### src/rtl/apb_intr_host_pkg.sv
// Shared state encodings and bus widths for the APB interrupt host.
package apb_intr_host_pkg;

  localparam int unsigned ADDR_W = 8;
  localparam int unsigned DATA_W = 8;
  localparam int unsigned ID_W   = 4;

  typedef enum logic [1:0] {
    A_IDLE,
    A_SETUP,
    A_ACCESS,
    A_RESP
  } apb_state_e;

  typedef enum logic [1:0] {
    I_IDLE,
    I_SERVICE,
    I_ACK,
    I_DRAIN
  } intr_state_e;

endpackage

### src/rtl/apb_intr_host_if.sv
// Command/response stream plus APB initiator signals; master is the host side.
interface apb_intr_host_if;
  import apb_intr_host_pkg::*;

  logic              cmd_valid_i;
  logic              cmd_ready_o;
  logic              cmd_write_i;
  logic [ADDR_W-1:0] cmd_addr_i;
  logic [DATA_W-1:0] cmd_wdata_i;
  logic              rsp_valid_o;
  logic [DATA_W-1:0] rsp_rdata_o;
  logic              rsp_error_o;
  logic [ADDR_W-1:0] paddr_o;
  logic [DATA_W-1:0] pwdata_o;
  logic              pwrite_o;
  logic              psel_o;
  logic              penable_o;
  logic [DATA_W-1:0] prdata_i;
  logic              pready_i;
  logic              perror_i;

  modport master (
    input  cmd_valid_i, cmd_write_i, cmd_addr_i, cmd_wdata_i,
           prdata_i, pready_i, perror_i,
    output cmd_ready_o, rsp_valid_o, rsp_rdata_o, rsp_error_o,
           paddr_o, pwdata_o, pwrite_o, psel_o, penable_o
  );

  modport slave (
    output cmd_valid_i, cmd_write_i, cmd_addr_i, cmd_wdata_i,
           prdata_i, pready_i, perror_i,
    input  cmd_ready_o, rsp_valid_o, rsp_rdata_o, rsp_error_o,
           paddr_o, pwdata_o, pwrite_o, psel_o, penable_o
  );

endinterface

### src/rtl/apb_intr_host_apb_master_fsm.sv
// APB initiator: one outstanding command, SETUP/ACCESS/RESP sequencing with
// an ACCESS-phase timeout. Every output is a register.
module apb_master_fsm
  import apb_intr_host_pkg::*;
#(
  parameter int unsigned APB_TIMEOUT = 15
) (
  input  logic            pclk_i,
  input  logic            prst_i,
  apb_intr_host_if.master bus
);

  // Counter holds completed ACCESS cycles, so the last allowed cycle sees TIMEOUT-1.
  localparam logic [7:0] TMO_LAST = 8'(APB_TIMEOUT - 1);

  apb_state_e        r_state;
  logic [7:0]        r_tmo;
  logic              r_cmd_ready;
  logic              r_rsp_valid;
  logic [DATA_W-1:0] r_rsp_rdata;
  logic              r_rsp_error;
  logic [ADDR_W-1:0] r_paddr;
  logic [DATA_W-1:0] r_pwdata;
  logic              r_pwrite;
  logic              r_psel;
  logic              r_penable;

  always_ff @(posedge pclk_i or posedge prst_i) begin
    if (prst_i) begin
      r_state     <= A_IDLE;
      r_tmo       <= '0;
      r_cmd_ready <= 1'b0;
      r_rsp_valid <= 1'b0;
      r_rsp_rdata <= '0;
      r_rsp_error <= 1'b0;
      r_paddr     <= '0;
      r_pwdata    <= '0;
      r_pwrite    <= 1'b0;
      r_psel      <= 1'b0;
      r_penable   <= 1'b0;
    end else begin
      case (r_state)
        A_IDLE: begin
          if (bus.cmd_valid_i && r_cmd_ready) begin
            r_paddr     <= bus.cmd_addr_i;
            r_pwdata    <= bus.cmd_wdata_i;
            r_pwrite    <= bus.cmd_write_i;
            r_psel      <= 1'b1;
            r_cmd_ready <= 1'b0;
            r_state     <= A_SETUP;
          end else begin
            r_cmd_ready <= 1'b1;
          end
        end
        A_SETUP: begin
          r_penable <= 1'b1;
          r_tmo     <= '0;
          r_state   <= A_ACCESS;
        end
        A_ACCESS: begin
          r_tmo <= r_tmo + 8'd1;
          if (bus.pready_i) begin
            r_rsp_error <= bus.perror_i;
            r_rsp_rdata <= (!r_pwrite && !bus.perror_i) ? bus.prdata_i : '0;
            r_rsp_valid <= 1'b1;
            r_psel      <= 1'b0;
            r_penable   <= 1'b0;
            r_state     <= A_RESP;
          end else if (r_tmo == TMO_LAST) begin
            r_rsp_error <= 1'b1;
            r_rsp_rdata <= '0;
            r_rsp_valid <= 1'b1;
            r_psel      <= 1'b0;
            r_penable   <= 1'b0;
            r_state     <= A_RESP;
          end
        end
        A_RESP: begin
          r_rsp_valid <= 1'b0;
          r_rsp_error <= 1'b0;
          r_rsp_rdata <= '0;
          r_cmd_ready <= 1'b1;
          r_state     <= A_IDLE;
        end
        default: r_state <= A_IDLE;
      endcase
    end
  end

  assign bus.cmd_ready_o = r_cmd_ready;
  assign bus.rsp_valid_o = r_rsp_valid;
  assign bus.rsp_rdata_o = r_rsp_rdata;
  assign bus.rsp_error_o = r_rsp_error;
  assign bus.paddr_o     = r_paddr;
  assign bus.pwdata_o    = r_pwdata;
  assign bus.pwrite_o    = r_pwrite;
  assign bus.psel_o      = r_psel;
  assign bus.penable_o   = r_penable;

endmodule

### src/rtl/apb_intr_host.sv
// Processor-side host: APB initiator for priority programming plus an
// independent fixed-length interrupt responder.
module apb_intr_host
  import apb_intr_host_pkg::*;
#(
  parameter int unsigned NUM_INTR    = 16,
  parameter int unsigned SVC_CYCLES  = 4,
  parameter int unsigned APB_TIMEOUT = 15
) (
  input  logic                        pclk_i,
  input  logic                        prst_i,
  apb_intr_host_if.master             bus,
  input  logic                        intr_valid_i,
  input  logic [$clog2(NUM_INTR)-1:0] intr_to_service_i,
  output logic                        intr_serviced_o,
  output logic [$clog2(NUM_INTR)-1:0] svc_id_o,
  output logic                        svc_busy_o,
  output logic [15:0]                 svc_count_o
);

  localparam int unsigned IDW      = $clog2(NUM_INTR);
  localparam logic [7:0]  SVC_LOAD = 8'(SVC_CYCLES);

  apb_master_fsm #(
    .APB_TIMEOUT(APB_TIMEOUT)
  ) u_apb (
    .pclk_i(pclk_i),
    .prst_i(prst_i),
    .bus   (bus)
  );

  intr_state_e    r_istate;
  logic [7:0]     r_svc_cnt;
  logic [IDW-1:0] r_svc_id;
  logic           r_busy;
  logic           r_serviced;
  logic [15:0]    r_count;

  // The acknowledge is registered on leaving I_ACK, so it lands in the first
  // I_DRAIN cycle; I_DRAIN then blocks a still-held request from re-triggering.
  always_ff @(posedge pclk_i or posedge prst_i) begin
    if (prst_i) begin
      r_istate   <= I_IDLE;
      r_svc_cnt  <= '0;
      r_svc_id   <= '0;
      r_busy     <= 1'b0;
      r_serviced <= 1'b0;
      r_count    <= '0;
    end else begin
      case (r_istate)
        I_IDLE: begin
          r_serviced <= 1'b0;
          if (intr_valid_i) begin
            r_svc_id  <= intr_to_service_i;
            r_busy    <= 1'b1;
            r_svc_cnt <= SVC_LOAD;
            r_istate  <= I_SERVICE;
          end
        end
        I_SERVICE: begin
          if (r_svc_cnt <= 8'd1) begin
            r_istate <= I_ACK;
          end else begin
            r_svc_cnt <= r_svc_cnt - 8'd1;
          end
        end
        I_ACK: begin
          r_serviced <= 1'b1;
          r_busy     <= 1'b0;
          if (r_count != '1) begin
            r_count <= r_count + 16'd1;
          end
          r_istate <= I_DRAIN;
        end
        I_DRAIN: begin
          r_serviced <= 1'b0;
          if (!intr_valid_i) begin
            r_istate <= I_IDLE;
          end
        end
        default: r_istate <= I_IDLE;
      endcase
    end
  end

  assign intr_serviced_o = r_serviced;
  assign svc_id_o        = r_svc_id;
  assign svc_busy_o      = r_busy;
  assign svc_count_o     = r_count;

endmodule

### src/flat_wrapper.sv
// flat-port wrapper written by rule: the top's interface ports become plain ports
module apb_intr_host_flat import apb_intr_host_pkg::*;
#(
  parameter int unsigned NUM_INTR    = 16,
  parameter int unsigned SVC_CYCLES  = 4,
  parameter int unsigned APB_TIMEOUT = 15
)
  (pclk_i, prst_i, intr_valid_i, intr_to_service_i, intr_serviced_o, svc_id_o, svc_busy_o, svc_count_o, bus_cmd_valid_i, bus_cmd_write_i, bus_cmd_addr_i, bus_cmd_wdata_i, bus_prdata_i, bus_pready_i, bus_perror_i, bus_cmd_ready_o, bus_rsp_valid_o, bus_rsp_rdata_o, bus_rsp_error_o, bus_paddr_o, bus_pwdata_o, bus_pwrite_o, bus_psel_o, bus_penable_o);
  apb_intr_host_if bus_i ();
  input  logic pclk_i;
  input  logic prst_i;
  input  logic intr_valid_i;
  input  logic [$clog2(NUM_INTR)-1:0] intr_to_service_i;
  output logic intr_serviced_o;
  output logic [$clog2(NUM_INTR)-1:0] svc_id_o;
  output logic svc_busy_o;
  output logic [15:0] svc_count_o;
  input wire logic [$bits(bus_i.cmd_valid_i)-1:0] bus_cmd_valid_i;
  input wire logic [$bits(bus_i.cmd_write_i)-1:0] bus_cmd_write_i;
  input wire logic [$bits(bus_i.cmd_addr_i)-1:0] bus_cmd_addr_i;
  input wire logic [$bits(bus_i.cmd_wdata_i)-1:0] bus_cmd_wdata_i;
  input wire logic [$bits(bus_i.prdata_i)-1:0] bus_prdata_i;
  input wire logic [$bits(bus_i.pready_i)-1:0] bus_pready_i;
  input wire logic [$bits(bus_i.perror_i)-1:0] bus_perror_i;
  output wire logic [$bits(bus_i.cmd_ready_o)-1:0] bus_cmd_ready_o;
  output wire logic [$bits(bus_i.rsp_valid_o)-1:0] bus_rsp_valid_o;
  output wire logic [$bits(bus_i.rsp_rdata_o)-1:0] bus_rsp_rdata_o;
  output wire logic [$bits(bus_i.rsp_error_o)-1:0] bus_rsp_error_o;
  output wire logic [$bits(bus_i.paddr_o)-1:0] bus_paddr_o;
  output wire logic [$bits(bus_i.pwdata_o)-1:0] bus_pwdata_o;
  output wire logic [$bits(bus_i.pwrite_o)-1:0] bus_pwrite_o;
  output wire logic [$bits(bus_i.psel_o)-1:0] bus_psel_o;
  output wire logic [$bits(bus_i.penable_o)-1:0] bus_penable_o;
  assign bus_i.cmd_valid_i = bus_cmd_valid_i;
  assign bus_i.cmd_write_i = bus_cmd_write_i;
  assign bus_i.cmd_addr_i = bus_cmd_addr_i;
  assign bus_i.cmd_wdata_i = bus_cmd_wdata_i;
  assign bus_i.prdata_i = bus_prdata_i;
  assign bus_i.pready_i = bus_pready_i;
  assign bus_i.perror_i = bus_perror_i;
  assign bus_cmd_ready_o = bus_i.cmd_ready_o;
  assign bus_rsp_valid_o = bus_i.rsp_valid_o;
  assign bus_rsp_rdata_o = bus_i.rsp_rdata_o;
  assign bus_rsp_error_o = bus_i.rsp_error_o;
  assign bus_paddr_o = bus_i.paddr_o;
  assign bus_pwdata_o = bus_i.pwdata_o;
  assign bus_pwrite_o = bus_i.pwrite_o;
  assign bus_psel_o = bus_i.psel_o;
  assign bus_penable_o = bus_i.penable_o;
  apb_intr_host #(.NUM_INTR(NUM_INTR), .SVC_CYCLES(SVC_CYCLES), .APB_TIMEOUT(APB_TIMEOUT)) u_core (.pclk_i(pclk_i), .prst_i(prst_i), .bus(bus_i), .intr_valid_i(intr_valid_i), .intr_to_service_i(intr_to_service_i), .intr_serviced_o(intr_serviced_o), .svc_id_o(svc_id_o), .svc_busy_o(svc_busy_o), .svc_count_o(svc_count_o));
endmodule
### config.mk
export PLATFORM = sky130hd
export DESIGN_NAME = apb_intr_host_flat
export DESIGN_NICKNAME = d
export VERILOG_FILES = /design/src/rtl/apb_intr_host_pkg.sv /design/src/rtl/apb_intr_host_if.sv /design/src/rtl/apb_intr_host_apb_master_fsm.sv /design/src/rtl/apb_intr_host.sv /design/src/flat_wrapper.sv
export SDC_FILE = /design/constraint.sdc
export NUM_CORES = 1
export LEC_CHECK = 0
export CAP_MARGIN = 15
export CORE_MARGIN = 2
export CORE_UTILIZATION = 53
export DETAILED_ROUTE_END_ITERATION = 8
export PLACE_DENSITY_LB_ADDON = 0.3
export RECOVER_POWER = 50
export SYNTH_ARGS = -nofsm -noshare
export SYNTH_HDL_FRONTEND = slang
export SYNTH_SLANG_ARGS = --single-unit
### constraint.sdc
create_clock -name pclk_i -period 4.96 [get_ports pclk_i]
set_input_delay 0.992 -clock pclk_i [delete_from_list [all_inputs] [get_ports pclk_i]]
set_output_delay 0.992 -clock pclk_i [all_outputs]
set_load 0.01 [all_outputs]
==> results of run 1 <==
worst reg2reg max path, stage by stage, from the launching register on:
cell and delay, ns:
dfrtp_1 0.44, inv_1 0.12, ha_1 0.42, mux2i_1 0.22
or4_4 0.48, or4_1 0.49, a21oi_1 0.16
Yosys cell counts (9+ instances only):
master	n	area (um^2)
inv_1	20	75.1
dfrtp_1	72	1800
a21oi_1	11	55.1
nand2_1	21	78.8
o21ai_0	9	45.0
a22o_1	10	87.6
mux2_2	27	304
ha_1	13	163
nor2_1	11	41.3
and3_1	9	56.3
xnor2_1	10	87.6
nand3_1	13	65.1
where the power goes:
| part | internal, uW | switching (uW) |
|---|---|---|
| clock | 236 | 234 |
| combinational | 648 | 525 |
| sequential | 799 | 167 |
| total | 1680 | 926 |
logic make-up after synthesis:
logic type	Yosys count	synth area share, %
simple gates	95	15.3
flops	72	52.0
mux	36	11.6
fa+ha+maj	13	4.69
compound gates	44	9.21
buf+inv	28	3.18
xor+xnor	16	4.04
per-stage QoR:
step / instances / instance area, um^2 / setup WS, ns / hold slack [ns]
floorplan: 304 / 3470 / 2.14 / 0.489
global placement: 460 / 4400 / 2.01 / 0.472
detailed placement: 460 / 4400 / 1.95 / 0.473
CTS: 476 / 4600 / 2.33 / 0.490
global route: 477 / 4610 / 1.88 / 0.522
finish: 477 / 4610 / 2.23 / 0.481
cell type report:
cell class              instances  area share [%]
clock buffers                   9            2.69
clock inverters                 7            1.68
inverters                      20            1.63
multi-input cells             204            33.7
flip-flops and latches         72            39.1
well taps                      77            2.09
repair buffers                 88            19.2
sequential cells by signal, summed over array words and instances, names as in the netlist, 2 cells and up:
name and flops:
u_core.svc_count_o 16, u_core.r_svc_cnt 8, u_core.u_apb.bus.paddr_o 8, u_core.u_apb.bus.pwdata_o 8
u_core.u_apb.bus.rsp_rdata_o 8, u_core.u_apb.r_tmo 8, u_core.svc_id_o 4, u_core.r_istate 2
u_core.u_apb.r_state 2
routing by layer:
metal  wire, um  track usage, %
met5          0               0
met4         68            5.34
met3        362            7.39
met2       3690            34.1
met1       3050            25.8
cell usage in the layout (no fill, tap or decap), types with 7 or more instances in the layout:
cell,netlist,layout
clkdlybuf4s50_1,0,82
dfrtp_1,72,72
mux2_2,27,27
nand2_1,21,21
inv_1,20,20
nand3_1,13,13
ha_1,13,13
a21oi_1,11,11
nor2_1,11,11
a22o_1,10,10
xnor2_1,10,10
o21ai_0,9,9
and3_1,9,9
clkbuf_8,0,9
mux2i_1,7,7
nand4_1,7,7
final timing paths:
kind | from | to | slack (ns)
setup reg to reg | u_core.r_istate[1] | u_core.r_svc_cnt[7] | 2.57
max in group asynchronous | prst_i | u_core.r_svc_cnt[1] | 2.24
min in group asynchronous | prst_i | u_core.svc_count_o[11] | 1.05
hold / removal | u_core.u_apb.bus.penable_o | u_core.u_apb.bus.penable_o | 0.48
hold reg to reg | u_core.u_apb.bus.penable_o | u_core.u_apb.bus.penable_o | 0.48
setup / recovery | intr_valid_i | u_core.r_svc_cnt[7] | 2.23
==> results.yml, run 1 <==
outcome:
  status: "completed"
worst_setup_path:
  worstRegToRegCells: 6
  endpoint_kind: "register"
  cp_data_required_time_ns: 5.23
  worstPathArrival_ns: 3.01
  cpMaxStageDelayCell: "dlygate4sd3_1"
  critPathBufInv: 1
  path_class: "in2reg"
  cp-start-kind: "input port"
  cp_max_fo: 8
  cpPeakStageDelay_ns: 0.69
  worstSetupPathDepth: 5
  path_cells: "dlygate4sd3_1 > mux2i_1 > or4_4 > or4_1 > a21oi_1"
  critical_path.top_delay_family: "simple AND/OR/NAND/NOR gates"
clock_tree:
  postCtsHoldBufs: 0
  post_cts_buffers: 0
  htreeDepth: 3
  clock_latency_ns: 0.35
  post_cts_resized: 0
  numCtsBuffers: 9
  path_clk_slew_ns: 0.08
  clk_path_buf_depth: 2
  cts_root_buf: "clkbuf_8"
  cts_tree: "done"
  clock-sinks: 72
drt:
  vias_per_cell: 5.46
  wirelength_mm: 7.17
  drt_iter0_drc: 98
  vias: 2604
  drtPass1Iterations: 4
  drt-wirelength-per-cell_um: 15.0
  postRouteAntennaNets: 0
  drc_errors: 0
logic_synthesis:
  synth_cell_types: 48
  syn_area_per_cell_um2: 11.4
  ys_seq_area_share_pct: 52.0
  ys.flop_type: "dfrtp_1"
  async_flop_share_pct: 100
  synth_area_um2: 3470
  ys_ff_latch: 72
  ys_warn_count: 0
  synth_fp_nets: 352
  netlist_instances: 304
  synth-edff-count: 0
sta:
  fin_skew_ns: 0.00744
  finalSetupViolCount: 0
  setup_tns_ns: 0
  relSlewSlack_pct: 23.5
  hold_violations: 0
  finalCriticalPeriod_ns: 2.73
  max_freq_ghz: 0.366
  maxSlewViolCount: 0
  tightest_slew_ns: 1.15
  rsz0062_at_grt: "false"
  post-route-period-util_pct: 55.1
global_route:
  grt_overflow: 0
  antenna_found_initial: 0
  grt_max_degree: 52
  first_global_vias: 2617
  grtUsageTotal_pct: 20.6
  grt_pass1_wl_mm: 11.9
pwr:
  ir_drop_v: 0.000371
  total_power_uw: 2610
  power.leakage_uw: 0.00203
  powerDensity_nw_per_um2: 566
placed_design:
  portBuffers: 86
  hpwlAfterDp_mm: 5.12
  globalplace.congestion: 0.810
min_path:
  hold_depth: 1
  min_path_type: "reg2reg"
floorplan:
  die_width_um: 84.9
  start_util_pct: 54.6
  coreArea_um2: 6350
  ios: 87
  num_rows: 29
  die_area_um2: 7200
  dieHeight_um: 84.9
final_layout:
  area_growth_pct: 33.1
  n_antenna_cell: 0
  num-nets-final: 443
  drive_gt1_share_pct: 13.0
  multi_input_area_um2: 1550
  seqCellArea_um2: 1800
  n_fill_cell: 439
  final_core_util_pct: 72.7
run:
  drv_cap: 0
Note: power is estimated with default switching activity, not from simulation.
==> run 2: changes to the inputs <==
--- a/config.mk
+++ b/config.mk
@@ -7,7 +7,7 @@
 export LEC_CHECK = 0
 export CAP_MARGIN = 15
 export CORE_MARGIN = 2
-export CORE_UTILIZATION = 53
+export CORE_UTILIZATION = 49
 export DETAILED_ROUTE_END_ITERATION = 8
 export PLACE_DENSITY_LB_ADDON = 0.3
 export RECOVER_POWER = 50
==> constraint.sdc (replaced) <==
create_clock -name pclk_i -period 2.83 [get_ports pclk_i]
set_input_delay 0.566 -clock pclk_i [delete_from_list [all_inputs] [get_ports pclk_i]]
set_output_delay 0.566 -clock pclk_i [all_outputs]
set_load 0.01 [all_outputs]
==> results.yml, run 2 (synthesized netlist as in run 1, its figures left out) <==
outcome:
  status: "complete, but fails checks"
  violations: "capacitance limit, slew limit"
floorplan:
  dieHeight_um: 88.1
  die_area_um2: 7760
  ios: 87
  coreArea_um2: 6830
  die_width_um: 88.1
  start_util_pct: 50.7
  num_rows: 30
pwr:
  total_power_uw: 4630
  p_clk_share_pct: 18.7
  powerDensity_nw_per_um2: 996
  p_seq_share_pct: 36.3
  swShare_pct: 35.0
  power.leakage_uw: 0.00203
  ir_drop_v: 0.000503
  combPwrFrac_pct: 45.0
  internal_power_uw: 3010
  switchingPower_uw: 1620
worst_setup_path:
  cp_data_required_time_ns: 3.09
  reg2reg_to: "u_core.r_svc_cnt[7]"
  path_cells: "inv_1 > ha_1 > mux2i_1 > or4_4 > or4_1 > a21oi_1"
  r2r_start: "u_core.r_istate[1]"
  regToRegSetupSlack_ns: 0.49
  cp_max_fo: 11
  cpPeakStageDelay_ns: 0.48
  endpoint_kind: "register"
  critPathBufInv: 1
  critical_path.top_delay_family: "simple AND/OR/NAND/NOR gates"
  cp-start-kind: "register"
  worstRegToRegCells: 6
  path_class: "reg2reg"
  cpMaxStageDelayCell: "or4_1"
  worstPathArrival_ns: 2.60
global_route:
  grt_max_degree: 73
  grtUsageTotal_pct: 20.3
  grt_pass1_wl_mm: 12.2
  antenna_found_initial: 0
  grt_overflow: 0
  first_global_vias: 2585
clock_tree:
  clock-sinks: 72
  clk_path_buf_depth: 2
  htreeDepth: 3
  postCtsHoldBufs: 0
  cts_root_buf: "clkbuf_8"
  numCtsBuffers: 9
  cts_tree: "done"
  post_cts_resized: 0
  post_cts_buffers: 0
  clock_latency_ns: 0.34
  path_clk_slew_ns: 0.08
final_layout:
  num-nets-final: 445
  area_growth_pct: 34.2
  n_fill_cell: 540
  seqCellArea_um2: 1800
  drive_gt1_share_pct: 13.4
  layout_common_cells: "clkdlybuf4s50_1 (85), dfrtp_1 (72), mux2_2 (27)"
  layout.cells.most_common: "clkdlybuf4s50_1"
  multi_input_area_um2: 1550
  n_antenna_cell: 0
  largest_register_ffs: 16
drt:
  vias_per_cell: 5.29
  postRouteAntennaNets: 0
  wirelength_mm: 7.39
  drc_errors: 0
  drtPass1Iterations: 4
  drt_iter0_drc: 150
  vias: 2634
  drt-wirelength-per-cell_um: 14.8
min_path:
  hold_end: "u_core.svc_count_o[5]"
  min_path_type: "reg2reg"
  holdCritStartpoint: "u_core.svc_count_o[5]"
  hold_depth: 1
sta:
  post-route-period-util_pct: 82.5
  hold_violations: 0
  setup_tns_ns: 0
  relSlewSlack_pct: -14.8
  finalSetupViolCount: 0
  finalCriticalPeriod_ns: 2.34
  hold_slack_ns: 0.505
  rsz0062_at_grt: "false"
  max_freq_ghz: 0.428
  maxSlewViolCount: 73
  tightest_slew_ns: 1.72
  fin_skew_ns: 0.00948
run:
  drv_cap: 1
placed_design:
  globalplace.congestion: 0.844
  portBuffers: 86
  hpwlAfterDp_mm: 5.25
run 2: worst max path at each step:
| stage | start | endpoint | slack, ns | cells after the start |
|---|---|---|---|---|
| 6_report | u_core.r_istate[1] | u_core.r_svc_cnt[7] | 0.49 | 6 |
| 5_1_grt | prst_i | u_core.u_apb.bus.paddr_o[7] | 0.17 | 3 |
| 4_1_cts | u_core.r_istate[1] | u_core.r_svc_cnt[7] | 0.48 | 6 |
| 3_5_place_dp | intr_valid_i | u_core.r_svc_cnt[7] | 0.46 | 5 |
| 3_3_place_gp | intr_valid_i | u_core.r_svc_cnt[7] | 0.49 | 5 |
| 2_1_floorplan | prst_i | u_core.intr_serviced_o | 0.44 | 1 |
run 2: metrics by stage:
step           cell area, um^2  util, %  setup WS (ns)  instances
6_report                  4650     68.1          0.495        498
5_1_grt                   4650     68.1          0.171        498
4_1_cts                   4670     68.4          0.484        498
3_5_place_dp              4450     65.2          0.465        482
3_3_place_gp              4450     65.2          0.488        482
2_1_floorplan             3470        -          0.439        304
run 2: power by group through the flow:
stage	clock network [uW]	logic, uW	registers [uW]
2_1_floorplan	0	1120	1790
3_3_place_gp	0	2050	1680
3_5_place_dp	0	2100	1700
4_1_cts	886	2110	1680
5_1_grt	936	2290	1740
6_report	865	2080	1680
run 2: layout make-up:
cell class                      instances  area share, %
Sequential cell                        72           38.7
Multi-Input combinational cell        204           33.4
Timing Repair Buffer                   90           19.0
Clock buffer                           11           3.26
Tap cell                               96           2.58
Inverter                               20           1.61
Clock inverter                          5           1.37
run 2: worst register-to-register path, stage by stage, from the launching register on:
cell	delay, ns
dfrtp_1	0.42
inv_1	0.11
ha_1	0.40
mux2i_1	0.21
or4_4	0.47
or4_1	0.48
a21oi_1	0.16
run 2: per-layer routing:
layer	vias up	GRT usage [%]	wire, um
met1	1274	28.5	3360
met5	-	0	0
li1	1274	-	-
met4	0	6.75	111
met3	10	4.71	385
met2	76	31.4	3530
